### src/rtl/sdram_rw_arbiter_pkg.sv
// ---------------------------------------------------------------------------
// sdram_rw_arbiter_pkg
// Shared definitions for the SDRAM read/write burst arbiter:
//   - arbiter FSM state enum
//   - default address / length widths
//   - bank index constants and port indices used by the per-port address
//     generators
//   - last-grant encoding
// ---------------------------------------------------------------------------
package sdram_rw_arbiter_pkg;

    localparam int DEF_ADDR_W = 24;
    localparam int DEF_LEN_W  = 10;

    // Bank indices used by the double-buffering scheme.
    localparam logic BANK_0 = 1'b0;
    localparam logic BANK_1 = 1'b1;

    // Port indices into the per-port signal arrays in the top level.
    localparam int PORT_WR = 0;
    localparam int PORT_RD = 1;

    // Encoding of the last-served port.
    localparam logic GRANT_RD = 1'b0;
    localparam logic GRANT_WR = 1'b1;

    typedef enum logic [2:0] {
        ST_IDLE    = 3'd0,
        ST_WR_REQ  = 3'd1,
        ST_WR_BUSY = 3'd2,
        ST_RD_REQ  = 3'd3,
        ST_RD_BUSY = 3'd4
    } arb_state_t;

    function automatic logic is_req_state(input arb_state_t s);
        return (s == ST_WR_REQ) || (s == ST_RD_REQ);
    endfunction

endpackage

### src/rtl/sdram_rw_arbiter_addr_gen.sv
// ---------------------------------------------------------------------------
// sdram_addr_gen
// Per-port burst address generator: keeps the port's word offset and bank,
// advances the offset by the burst length when a burst completes, wraps to
// the window start (frame wrap) and applies port restarts (load).
//
// Ports:
//   clk, rst        clock, asynchronous active-high reset
//   min_addr        window start offset
//   max_addr        window end offset (exclusive wrap threshold)
//   len             burst length in words
//   load            port restart request (level)
//   busy            arbiter is in this port's BUSY state
//   done            burst completion for this port (cmd_done while busy)
//   grant           arbiter grants this port this cycle
//   pingpang_en     two-bank double buffering enabled
//   partner_bank    raw bank register of the other port
//   bank            raw bank register of this port
//   addr_next       {bank, offset} this port will present after this edge
// ---------------------------------------------------------------------------
module sdram_addr_gen
    import sdram_rw_arbiter_pkg::*;
#(
    parameter int   ADDR_W   = DEF_ADDR_W,
    parameter int   LEN_W    = DEF_LEN_W,
    parameter bit   IS_READ  = 1'b0,
    parameter logic RST_BANK = BANK_0
) (
    input  logic              clk,
    input  logic              rst,
    input  logic [ADDR_W-3:0] min_addr,
    input  logic [ADDR_W-3:0] max_addr,
    input  logic [LEN_W-1:0]  len,
    input  logic              load,
    input  logic              busy,
    input  logic              done,
    input  logic              grant,
    input  logic              pingpang_en,
    input  logic              partner_bank,
    output logic              bank,
    output logic [ADDR_W-1:0] addr_next
);

    logic [ADDR_W-3:0] offset_reg, offset_next;
    logic              bank_reg, bank_next;
    logic              init_reg, init_next;
    logic              load_pend_reg, load_pend_next;

    // One extra bit so offset + len can never overflow before the compare.
    logic [ADDR_W-2:0] advanced;
    logic              wrap;

    assign advanced = {1'b0, offset_reg} + {{(ADDR_W-1-LEN_W){1'b0}}, len};
    assign wrap     = (advanced >= {1'b0, max_addr});

    always_comb begin
        offset_next    = offset_reg;
        bank_next      = bank_reg;
        init_next      = init_reg;
        load_pend_next = load_pend_reg;

        if (done) begin
            load_pend_next = 1'b0;
            init_next      = 1'b1;
            // A restart seen during the burst replaces the normal advance.
            if (load_pend_reg || load) begin
                offset_next = min_addr;
                bank_next   = BANK_0;
            end else if (wrap) begin
                offset_next = min_addr;
                if (pingpang_en) begin
                    // Writer flips buffers; reader follows the buffer the
                    // writer is not filling.
                    bank_next = IS_READ ? ~partner_bank : ~bank_reg;
                end
            end else begin
                offset_next = advanced[ADDR_W-3:0];
            end
        end else if (load) begin
            if (busy) begin
                load_pend_next = 1'b1;
            end else begin
                offset_next = min_addr;
                bank_next   = BANK_0;
                init_next   = 1'b1;
            end
        end else if (grant && !init_reg) begin
            // Offsets come out of reset as zero; the first burst of a port
            // that was never restarted starts at the window start.
            offset_next = min_addr;
            init_next   = 1'b1;
        end
    end

    always_ff @(posedge clk or posedge rst) begin
        if (rst) begin
            offset_reg    <= '0;
            bank_reg      <= RST_BANK;
            init_reg      <= 1'b0;
            load_pend_reg <= 1'b0;
        end else begin
            offset_reg    <= offset_next;
            bank_reg      <= bank_next;
            init_reg      <= init_next;
            load_pend_reg <= load_pend_next;
        end
    end

    // Without double buffering every burst targets bank 0.
    assign addr_next = {1'b0, (pingpang_en ? bank_next : BANK_0), offset_next};
    assign bank      = bank_reg;

endmodule

### src/rtl/sdram_rw_arbiter.sv
// ---------------------------------------------------------------------------
// sdram_rw_arbiter
// Arbitrates write bursts (write FIFO -> SDRAM) and read bursts (SDRAM ->
// read FIFO) towards a single SDRAM command engine, one burst in flight.
// Round-robin between ports when both are pending; each port walks its own
// address window with optional two-bank double buffering.
//
// Ports:
//   clk, rst                     clock, asynchronous active-high reset
//   init_done                    SDRAM initialised; gates all requests
//   wr_fifo_cnt / rd_fifo_cnt    FIFO fill levels
//   wr_len / rd_len              burst lengths
//   wr_/rd_min_addr, _max_addr   per-port offset window
//   wr_load / rd_load            port restart (level)
//   read_valid                   read port enabled
//   pingpang_en                  double buffering enabled
//   cmd_req/cmd_wr/cmd_addr/cmd_len  burst request to the command engine
//   cmd_ack                      engine accepted the request (pulse)
//   cmd_done                     burst finished (pulse)
// ---------------------------------------------------------------------------
module sdram_rw_arbiter
    import sdram_rw_arbiter_pkg::*;
#(
    parameter int ADDR_W = DEF_ADDR_W,
    parameter int LEN_W  = DEF_LEN_W
) (
    input  logic              clk,
    input  logic              rst,
    input  logic              init_done,
    input  logic [LEN_W-1:0]  wr_fifo_cnt,
    input  logic [LEN_W-1:0]  rd_fifo_cnt,
    input  logic [LEN_W-1:0]  wr_len,
    input  logic [LEN_W-1:0]  rd_len,
    input  logic [ADDR_W-3:0] wr_min_addr,
    input  logic [ADDR_W-3:0] wr_max_addr,
    input  logic [ADDR_W-3:0] rd_min_addr,
    input  logic [ADDR_W-3:0] rd_max_addr,
    input  logic              wr_load,
    input  logic              rd_load,
    input  logic              read_valid,
    input  logic              pingpang_en,
    output logic              cmd_req,
    output logic              cmd_wr,
    output logic [ADDR_W-1:0] cmd_addr,
    output logic [LEN_W-1:0]  cmd_len,
    input  logic              cmd_ack,
    input  logic              cmd_done
);

    arb_state_t state_reg, state_next;
    logic       started_reg;
    logic       last_wr_reg;
    logic       wr_pend, rd_pend;
    logic       wr_grant, rd_grant;

    // Per-port views, indexed by PORT_WR / PORT_RD.
    logic [ADDR_W-3:0] min_vec       [2];
    logic [ADDR_W-3:0] max_vec       [2];
    logic [LEN_W-1:0]  len_vec       [2];
    logic [ADDR_W-1:0] addr_next_vec [2];
    logic [1:0]        load_vec, busy_vec, done_vec, grant_vec, bank_vec;

    assign min_vec[PORT_WR] = wr_min_addr;
    assign min_vec[PORT_RD] = rd_min_addr;
    assign max_vec[PORT_WR] = wr_max_addr;
    assign max_vec[PORT_RD] = rd_max_addr;
    assign len_vec[PORT_WR] = wr_len;
    assign len_vec[PORT_RD] = rd_len;

    assign load_vec[PORT_WR]  = wr_load;
    assign load_vec[PORT_RD]  = rd_load;
    assign busy_vec[PORT_WR]  = (state_reg == ST_WR_BUSY);
    assign busy_vec[PORT_RD]  = (state_reg == ST_RD_BUSY);
    assign done_vec           = {2{cmd_done}} & busy_vec;
    assign grant_vec[PORT_WR] = wr_grant;
    assign grant_vec[PORT_RD] = rd_grant;

    generate
        for (genvar gi = 0; gi < 2; gi++) begin : g_port
            sdram_addr_gen #(
                .ADDR_W   (ADDR_W),
                .LEN_W    (LEN_W),
                .IS_READ  (gi == PORT_RD),
                .RST_BANK ((gi == PORT_RD) ? BANK_1 : BANK_0)
            ) u_addr_gen (
                .clk          (clk),
                .rst          (rst),
                .min_addr     (min_vec[gi]),
                .max_addr     (max_vec[gi]),
                .len          (len_vec[gi]),
                .load         (load_vec[gi]),
                .busy         (busy_vec[gi]),
                .done         (done_vec[gi]),
                .grant        (grant_vec[gi]),
                .pingpang_en  (pingpang_en),
                .partner_bank ((gi == PORT_WR) ? bank_vec[PORT_RD] : bank_vec[PORT_WR]),
                .bank         (bank_vec[gi]),
                .addr_next    (addr_next_vec[gi])
            );
        end
    endgenerate

    // A port being restarted is not pending, so a burst never starts from a
    // stale offset.
    assign wr_pend = init_done && (wr_fifo_cnt >= wr_len) && !wr_load;
    assign rd_pend = init_done && read_valid && (rd_fifo_cnt < rd_len) && !rd_load;

    always_comb begin
        state_next = state_reg;
        wr_grant   = 1'b0;
        rd_grant   = 1'b0;
        case (state_reg)
            ST_IDLE: begin
                // started_reg keeps the first cycle after reset grant-free.
                if (started_reg) begin
                    if (wr_pend && (!rd_pend || (last_wr_reg == GRANT_RD))) begin
                        wr_grant   = 1'b1;
                        state_next = ST_WR_REQ;
                    end else if (rd_pend) begin
                        rd_grant   = 1'b1;
                        state_next = ST_RD_REQ;
                    end
                end
            end
            ST_WR_REQ:  if (cmd_ack)  state_next = ST_WR_BUSY;
            ST_WR_BUSY: if (cmd_done) state_next = ST_IDLE;
            ST_RD_REQ:  if (cmd_ack)  state_next = ST_RD_BUSY;
            ST_RD_BUSY: if (cmd_done) state_next = ST_IDLE;
            default:    state_next = ST_IDLE;
        endcase
    end

    always_ff @(posedge clk or posedge rst) begin
        if (rst) begin
            state_reg <= ST_IDLE;
        end else begin
            state_reg <= state_next;
        end
    end

    // Command outputs are registered from the next state, so cmd_req rises
    // one cycle after the grant and drops the cycle after cmd_ack.
    always_ff @(posedge clk or posedge rst) begin
        if (rst) begin
            started_reg <= 1'b0;
            last_wr_reg <= GRANT_RD;
            cmd_req     <= 1'b0;
            cmd_wr      <= 1'b0;
            cmd_addr    <= '0;
            cmd_len     <= '0;
        end else begin
            started_reg <= 1'b1;
            cmd_req     <= is_req_state(state_next);
            if (wr_grant) begin
                cmd_wr      <= 1'b1;
                cmd_len     <= wr_len;
                cmd_addr    <= addr_next_vec[PORT_WR];
                last_wr_reg <= GRANT_WR;
            end else if (rd_grant) begin
                cmd_wr      <= 1'b0;
                cmd_len     <= rd_len;
                cmd_addr    <= addr_next_vec[PORT_RD];
                last_wr_reg <= GRANT_RD;
            end else if ((state_reg == ST_WR_REQ) && (state_next == ST_WR_REQ)) begin
                // Track a restart while the request is still waiting.
                cmd_addr <= addr_next_vec[PORT_WR];
            end else if ((state_reg == ST_RD_REQ) && (state_next == ST_RD_REQ)) begin
                cmd_addr <= addr_next_vec[PORT_RD];
            end
        end
    end

endmodule

### config.mk
export PLATFORM = sky130hd
export DESIGN_NAME = sdram_rw_arbiter
export DESIGN_NICKNAME = d
export VERILOG_FILES = /design/src/rtl/sdram_rw_arbiter_pkg.sv /design/src/rtl/sdram_rw_arbiter_addr_gen.sv /design/src/rtl/sdram_rw_arbiter.sv
export SDC_FILE = /design/constraint.sdc
export NUM_CORES = 1
export LEC_CHECK = 0
export ABC_CLOCK_PERIOD_IN_PS = 4500
export CAP_MARGIN = 20
export CELL_PAD_IN_SITES_DETAIL_PLACEMENT = 0
export CELL_PAD_IN_SITES_GLOBAL_PLACEMENT = 2
export CORE_MARGIN = 4
export CORE_UTILIZATION = 29
export CTS_CLUSTER_SIZE = 14
export DETAILED_ROUTE_END_ITERATION = 7
export PLACE_DENSITY_LB_ADDON = 0.05
export SYNTH_ARGS = -nofsm -noshare
export SYNTH_HDL_FRONTEND = slang
export SYNTH_HIERARCHICAL = 1
export SYNTH_SLANG_ARGS = --single-unit
### constraint.sdc
create_clock -name clk -period 4.5 [get_ports clk]
set_input_delay 0.9 -clock clk [delete_from_list [all_inputs] [get_ports clk]]
set_output_delay 0.9 -clock clk [all_outputs]
set_load 0.02 [all_outputs]
## Word level (Yosys, flattened, before mapping)

Cells that the tools add are included.

| word-level totals | value |
|---|---|
| flip-flop bits (word level) | 90 |
| input port bits | 137 |
| output and inout port bits | 36 |
| word-level logic and storage cells | 126 |

| operators by class | value |
|---|---|
| add/sub/neg operators | 2 |
| $lt $le $gt $ge | 4 |
| equal/unequal tests | 8 |
| multiplexer cells | 62 |
| bitwise logic cells | 3 |
| reductions and logical operators | 33 |

Operators with widths:

| kind | number |
|---|---|
| $mux 22 | 12 |
| $mux 24 | 4 |
| $add 22x10->23 | 2 |
| $ge 23x22->1 | 2 |
| $mux 1 | 37 |
| $mux 10 | 2 |
| $mux 3 | 6 |
| $pmux 3 s4 | 1 |
| $ge 10x10->1 | 1 |
| $logic_and 1x1->1 | 10 |
| $lt 10x10->1 | 1 |
| $reduce_bool 2->1 | 5 |
| $eq 3x2->1 const B | 3 |
| $reduce_and 2->1 | 4 |
| $eq 3x1->1 const B | 2 |
| $ne 3x3->1 const B | 2 |
| $reduce_bool 3->1 | 2 |
| $logic_not 1->1 | 5 |
| $logic_or 1x1->1 | 4 |
| $reduce_bool 4->1 | 1 |
| $eq 3x3->1 const B | 1 |
| $logic_not 3->1 | 1 |
| $and 2x2->2 | 1 |
| $not 1->1 | 2 |
| $reduce_or 2->1 | 1 |

## Logic depth before layout (Yosys ltp)

Gate-level depths: netlist of the first run.

| depth | value |
|---|---|
| depth in word-level cells | 17 |
| mapped depth | 22 |

## Modules after synthesis

Netlist of the first run, hierarchy kept.

Modules (own cells, without submodules):

| module | times used | cells an instance | area each (um2) | seq. area each (um2) |
|---|---|---|---|---|
| sdram_addr_gen at g_port[0].u_addr_gen | 1 | 387 | 3,059.2 | 625.6 |
| sdram_addr_gen at g_port[1].u_addr_gen | 1 | 314 | 2,716.4 | 626.9 |
| sdram_rw_arbiter | 1 | 224 | 2,541.2 | 1,001.0 |

## Worst setup path before layout of the first run

Ideal clock, no wire load.

| path | value |
|---|---|
| path kind | input to register |
| start | input wr_len[0] |
| end | register cmd_addr[0] |
| data arrival time | 4.959 ns |
| setup slack | -0.584 ns |
| stages | 22 |
| cells stage by stage | ha_1 inv_1 fa_1 nor2b_4 o31ai_2 a31oi_1 a311oi_2 buf_4 nand2b_1 xnor2_1 ha_1 nand4_1 a2111oi_0 o21ai_0 and4b_1 o221a_2 buf_6 buf_4 a211oi_1 a311oi_1 mux2_2 mux2_4 |

RTL lines:

| item | RTL line | source |
|---|---|---|
| start: declaration | sdram_rw_arbiter.sv:32 | `input logic [LEN_W-1:0] wr_len,` |
| end signal: assignment | sdram_rw_arbiter.sv:157 | `cmd_addr <= addr_next_vec[PORT_WR];` |
| end signal: assignment | sdram_rw_arbiter.sv:162 | `cmd_addr <= addr_next_vec[PORT_RD];` |
| end signal: assignment | sdram_rw_arbiter.sv:166 | `cmd_addr <= addr_next_vec[PORT_WR];` |
| end: declaration | sdram_rw_arbiter.sv:44 | `output logic [ADDR_W-1:0] cmd_addr,` |

==> results of run 1 <==
-- through the flow --
step	hold WS, ns	setup WS [ns]	cells
floorplan	0.438	-0.377	925
global placement	0.454	-1.63	1601
detailed placement	0.455	-1.60	1601
CTS	0.482	-0.456	1646
global route	0.514	-0.485	1665
finish	0.478	-0.357	1665
-- power groups by stage --
stage | Combinational [mW] | Clock, mW | Sequential, mW
after floorplan | 1.65 | 0 | 1.42
after global placement | 3.33 | 0 | 1.32
after detailed placement | 3.33 | 0 | 1.31
after CTS | 3.72 | 0.789 | 1.31
after global routing | 4.26 | 0.817 | 1.35
final | 3.96 | 0.763 | 1.32
-- per-layer routing --
layer  share of wire  wire (um)  vias up
met5               0          0        -
met4           0.010        319        0
met3           0.030        929       13
met2            0.48      14900      135
met1            0.48      14900     3889
li1                -          -     4068
-- final timing paths --
check                                                              from                                            to  slack [ns]
max                                                           wr_len[0]                      cmd_addr[18]$_DFFE_PP0P_       -0.36
min                           g_port[0].u_addr_gen/init_reg$_DFFE_PP0P_     g_port[0].u_addr_gen/init_reg$_DFFE_PP0P_        0.48
max reg2reg                g_port[0].u_addr_gen/offset_reg[0]$_DFF_PP0_                      cmd_addr[18]$_DFFE_PP0P_       -0.17
min reg2reg                   g_port[0].u_addr_gen/init_reg$_DFFE_PP0P_     g_port[0].u_addr_gen/init_reg$_DFFE_PP0P_        0.48
max in group asynchronous                                           rst  g_port[0].u_addr_gen/offset_reg[6]$_DFF_PP0_        2.74
min in group asynchronous                                           rst                      cmd_addr[17]$_DFFE_PP0P_        0.84
-- kinds of logic after synthesis --
group,Yosys count,share of synthesized area
simple gates,250,0.167
compound gates,237,0.200
buf+inv,136,0.0718
mux,90,0.124
flops,90,0.271
fa+ha+maj,85,0.130
xor+xnor,34,0.0358
other cells,3,0.00135
-- repair_timing --
action                     4_1_cts  5_1_grt
setup endpoints to repair       69       68
cloned                           2        0
buffers inserted                28       20
pin swaps                       75       63
gates resized for setup        137      111
-- synth_stat cells (all sizes together) (6+ instances only) --
| cell type | number | area, um^2 |
|---|---|---|
| a31oi | 14 | 87.6 |
| nand2b | 8 | 50.1 |
| o211ai | 6 | 45.0 |
| or3 | 6 | 37.5 |
| a21oi | 75 | 375 |
| dfrtp | 89 | 2230 |
| ha | 83 | 1040 |
| nor3b | 6 | 45.0 |
| nor4 | 7 | 65.1 |
| nor2 | 49 | 194 |
| a211o | 7 | 61.3 |
| buf | 19 | 155 |
| nor3 | 13 | 65.1 |
| xnor2 | 16 | 140 |
| o21a | 11 | 82.6 |
| xor2 | 18 | 158 |
| a211oi | 44 | 348 |
| nand4 | 21 | 131 |
| mux2 | 48 | 612 |
| o311a | 6 | 60.1 |
| mux2i | 42 | 420 |
| o21ai | 30 | 154 |
| nand2 | 46 | 180 |
| nand3 | 22 | 115 |
| nor2b | 46 | 303 |
| clkbuf | 28 | 108 |
| inv | 89 | 334 |
-- final cells by class --
type,instances,share of cell area
antenna,1,0.000187
clock buffer,9,0.0168
clock inverter,7,0.00514
inverter,89,0.0250
multi-input combinational,699,0.491
sequential,90,0.168
tap,378,0.0353
timing repair buffer,392,0.258
-- tightest hold or removal path, delay by kind of cell, from the launching register on --
kind,cells,cell delay [ns]
simple gates,2,0.10
flops,1,0.35
==> flow_summary.json, run 1 <==
{
  "final_util": 0.478,
  "grt_pass1_vias": 8203,
  "synth_warnings": 6,
  "cp_max_fo": 7,
  "seqCellArea_um2": 2250,
  "crit_cells": 22,
  "end_kind": "register",
  "clkLatencyLatePin_ns": 0.35,
  "start_util": 0.297,
  "top_usage_layer": "met2",
  "period_minus_slack_ns": 4.86,
  "switching_share": 0.415,
  "ir_drop_mv": 0.225,
  "first_pass_iters": 5,
  "fin_ws_ns": -0.357,
  "core_area_um2": 28000,
  "grtUsageMet3": 0.0158,
  "crit_buf_inv": 4,
  "combPwrFrac": 0.656,
  "violations": "setup timing",
  "grt_util_met2": 0.330,
  "drv_slew": 0,
  "layout_common_cells": "205 x buf_4, 153 x clkdlybuf4s50_1, 89 x dfrtp_1",
  "crit_chain": "buf_8, ha_4, inv_2, fa_2, nor2b_4, o31ai_4, a31oi_4, a311oi_4, buf_6, nor3b_2, xor2_1, ha_1, nand4_1, a2111oi_2, o21ai_1, and4b_2, o221a_4, buf_12, a211o_1, o311a_4, mux2_4, mux2_4",
  "grt_pass1_wl_um": 47100,
  "status": "finished, violations left",
  "max_slew_margin": 0.382,
  "ant_nets": 0,
  "fin_worst_skew_ns": 0.0114,
  "holdBufCountCts": 0,
  "p_total_mw": 6.04,
  "fill_cells": 2681,
  "mostFrequentLayoutCell": "buf_4",
  "multiInputGateArea_um2": 6570,
  "setup_tns_ns": -6.39,
  "worstMarginPinSlew_ns": 0.925,
  "timing.final.setup_violations": 23,
  "h-tree-depth": 3,
  "wl_per_cell_um": 18.7,
  "clock-sinks": 90,
  "clock-root-buffer": "clkbuf_16",
  "required_ns": 4.73,
  "rsz0062_at_grt": "true",
  "largest_register_ffs": 44,
  "crit_type": "in2reg",
  "worstHoldPathType": "reg2reg",
  "drv_cap": 0,
  "cts_max_path_buffers": 2,
  "die_h_um": 177,
  "p_switching_mw": 2.51,
  "track_usage": 0.193,
  "drc_errors": 0,
  "power.density_nw_per_um2": 451,
  "cp_top_family": "compound AO/OA/AOI/OAI gates",
  "seq_area_frac_synth": 0.271,
  "seqPwrFrac": 0.218,
  "crit_slowest_cell": "ha_1",
  "overflow": 0,
  "totalWireLength_um": 31100,
  "holdPathStages": 2,
  "hold_violations": 0,
  "synthesis.nets": 1147,
  "cp.arrival_ns": 5.09,
  "clkPwrFrac": 0.126,
  "ff2ff_path_depth": 21,
  "antenna_found_initial": 1,
  "synth_edf_count": 0,
  "syn_inst": 925,
  "viasPerCell": 4.87,
  "cts_made_buffers": 9,
  "dr.first_iter.drc_count": 430,
  "start_kind": "primary input",
  "gp_congestion": 0.857,
  "crit_top_cell": "mux2_4",
  "synth_ff_type": "dfrtp_1",
  "synth_area_um2": 8320,
  "p_leak_nw": 5.77,
  "clk_pin_slew_ns": 0.07,
  "slowest_delay_ns": 0.32,
  "synth_cell_types": 85,
  "post-dp-hpwl_um": 24800,
  "syn_to_final_growth_pct": 61.0,
  "ys_seq_elements": 90,
  "die-area_um2": 31500,
  "dr_total_vias": 8105,
  "synthArstFlopShare": 1.00,
  "chipWidth_um": 177,
  "fmax_mhz": 206,
  "period_share": 1.08,
  "rows": 61,
  "cts_tree": "yes",
  "io_buffers": 172,
  "grt_start_max_net_pins": 49,
  "drive_gt1_frac": 0.358,
  "synth.avg_cell_area_um2": 8.99,
  "internal_power_mw": 3.54,
  "dpl_cell_area_um2": 11800,
  "use_met1": 0.270,
  "finalNetCount": 1503,
  "fin_area_um2": 13400,
  "pin_count": 173
}
Power figures use the tool's default switching activity.
==> run 2: changes to the inputs <==
- MAX_ROUTING_LAYER: default -> met4
==> flow_summary.json, run 2 (synthesis results as in run 1) <==
{
  "cp.arrival_ns": 5.12,
  "io_buffers": 172,
  "gp_congestion": 0.871,
  "worstMarginPinSlew_ns": 0.953,
  "period_share": 1.09,
  "rsz0062_at_grt": "true",
  "ant_nets": 0,
  "placement.setup.worst_slack_ns": -1.60,
  "rows": 61,
  "holdBufCountCts": 0,
  "layout_common_cells": "205 x buf_4, 153 x clkdlybuf4s50_1, 89 x dfrtp_1",
  "cts_max_path_buffers": 2,
  "cp_top_family": "compound AO/OA/AOI/OAI gates",
  "start_util": 0.297,
  "drv_cap": 0,
  "dr.first_iter.drc_count": 395,
  "die_h_um": 177,
  "clk_pin_slew_ns": 0.07,
  "fin_ws_ns": -0.390,
  "drv_slew": 0,
  "antenna_found_initial": 1,
  "fin_worst_skew_ns": 0.0116,
  "totalWireLength_um": 31100,
  "dr_total_vias": 8166,
  "seqCellArea_um2": 2250,
  "pin_count": 173,
  "grt_start_max_net_pins": 49,
  "p_total_mw": 6.11,
  "hold_violations": 0,
  "core_area_um2": 28000,
  "fmax_mhz": 205,
  "timing.final.setup_violations": 23,
  "violations": "setup timing",
  "final_util": 0.480,
  "finalNetCount": 1507,
  "h-tree-depth": 3,
  "power.density_nw_per_um2": 454,
  "r2r-end": "cmd_addr[0]$_DFFE_PP0P_",
  "clkLatencyLatePin_ns": 0.35,
  "start_kind": "primary input",
  "crit_type": "in2reg",
  "cts_made_buffers": 9,
  "status": "finished, violations left",
  "die-area_um2": 31500,
  "ff2ff_path_depth": 22,
  "multiInputGateArea_um2": 6570,
  "chipWidth_um": 177,
  "fill_cells": 2684,
  "hold_start": "g_port[0].u_addr_gen/init_reg$_DFFE_PP0P_",
  "syn_to_final_growth_pct": 61.7,
  "track_usage": 0.199,
  "largest_register_ffs": 44,
  "end_kind": "register",
  "r2r-start": "g_port[0].u_addr_gen/offset_reg[0]$_DFF_PP0_",
  "crit_chain": "buf_8, ha_4, inv_2, fa_2, nor2b_4, o31ai_4, a31oi_4, a311oi_4, buf_6, nor3b_2, xor2_1, ha_1, nand4_1, a2111oi_2, o21ai_1, and4b_2, o221a_4, buf_6, a211oi_2, a311oi_2, buf_4, mux2_4, mux2_4",
  "overflow": 0,
  "mostFrequentLayoutCell": "buf_4",
  "period_minus_slack_ns": 4.89,
  "grt_pass1_vias": 8194,
  "required_ns": 4.73,
  "post-dp-hpwl_um": 24800,
  "ff2ff_setup_slack_ns": -0.20,
  "grt_pass1_wl_um": 47100,
  "wl_per_cell_um": 18.6,
  "worst_hold_path.endpoint": "g_port[0].u_addr_gen/init_reg$_DFFE_PP0P_",
  "drive_gt1_frac": 0.361,
  "max_slew_margin": 0.364,
  "clock-sinks": 90,
  "p_leak_nw": 5.80,
  "crit_buf_inv": 5,
  "holdPathStages": 2,
  "drc_errors": 0,
  "worstHoldPathType": "reg2reg",
  "ir_drop_mv": 0.226,
  "fin_area_um2": 13400,
  "first_pass_iters": 5,
  "cp_max_fo": 7,
  "setup_tns_ns": -7.17,
  "dpl_cell_area_um2": 11800,
  "crit_slowest_cell": "a2111oi_2",
  "viasPerCell": 4.89,
  "clock-root-buffer": "clkbuf_16",
  "cts_tree": "yes",
  "slowest_delay_ns": 0.33
}
==> run 2: cell count changes in the layout (fill, tap and decap cells not counted), moves of 3 or more <==
| cell | delta |
|---|---|
| mux2i_2 | +3 |
| a31oi_2 | -3 |
| mux2_2 | +3 |
| mux2_4 | -3 |
==> run 2: worst max-delay path by stage <==
| stage | from | to | slack, ns | cells after the start |
|---|---|---|---|---|
| global route | wr_len[0] | cmd_addr[0]$_DFFE_PP0P_ | -0.54 | 23 |
| detailed placement | wr_len[0] | cmd_addr[21]$_DFFE_PP0P_ | -1.60 | 21 |
| global placement | wr_len[1] | cmd_addr[21]$_DFFE_PP0P_ | -1.63 | 20 |
| CTS | rd_len[0] | cmd_addr[13]$_DFFE_PP0P_ | -0.46 | 22 |
| finish | wr_len[0] | cmd_addr[0]$_DFFE_PP0P_ | -0.39 | 23 |
| floorplan | wr_len[0] | cmd_addr[0]$_DFFE_PP0P_ | -0.38 | 22 |
==> run 2: timing repair <==
item,CTS,global route
gates cloned,2,1
pin swaps,75,58
buffers inserted,28,23
endpoints found under the setup margin,69,68
resized for setup,137,112
==> run 2: final cells by class <==
| cell class | count | share of cell area |
|---|---|---|
| clock inverter | 7 | 0.00512 |
| timing repair buffer | 396 | 0.262 |
| inverter | 89 | 0.0248 |
| sequential | 90 | 0.168 |
| tap | 378 | 0.0352 |
| multi-input combinational | 699 | 0.488 |
| antenna | 1 | 0.000186 |
| clock buffer | 9 | 0.0167 |
==> run 2: per-layer routing <==
| layer | vias to the layer above | part of all wire | track usage |
|---|---|---|---|
| met4 | 0 | 0.0072 | 0.0342 |
| met5 | - | 0 | - |
| met1 | 3918 | 0.48 | 0.271 |
| li1 | 4083 | - | - |
| met2 | 154 | 0.49 | 0.330 |
| met3 | 11 | 0.028 | 0.0143 |
==> run 2: through the flow <==
step                std cells  hold WS [ns]
finish                   1669         0.478
global route             1669         0.514
CTS                      1646         0.482
detailed placement       1601         0.455
global placement         1601         0.454
floorplan                 925         0.438
==> run 2: worst min-delay path, stage by stage, from the launching register on <==
cell	delay (ns)
dfrtp_1	0.35
nor2_1	0.04
nand2_1	0.06
==> run 2: power breakdown <==
group	total [mW]	switching, mW	internal [mW]	leakage [nW]
combinational	4.03	1.91	2.13	4.57
clock	0.762	0.370	0.392	0.146
sequential	1.31	0.248	1.06	1.08
==> run 3: changes to the inputs <==
- GPL_TIMING_DRIVEN: default -> 1
==> results of run 3 <==
Final layout, timing and power as in run 2 (identical DEF).
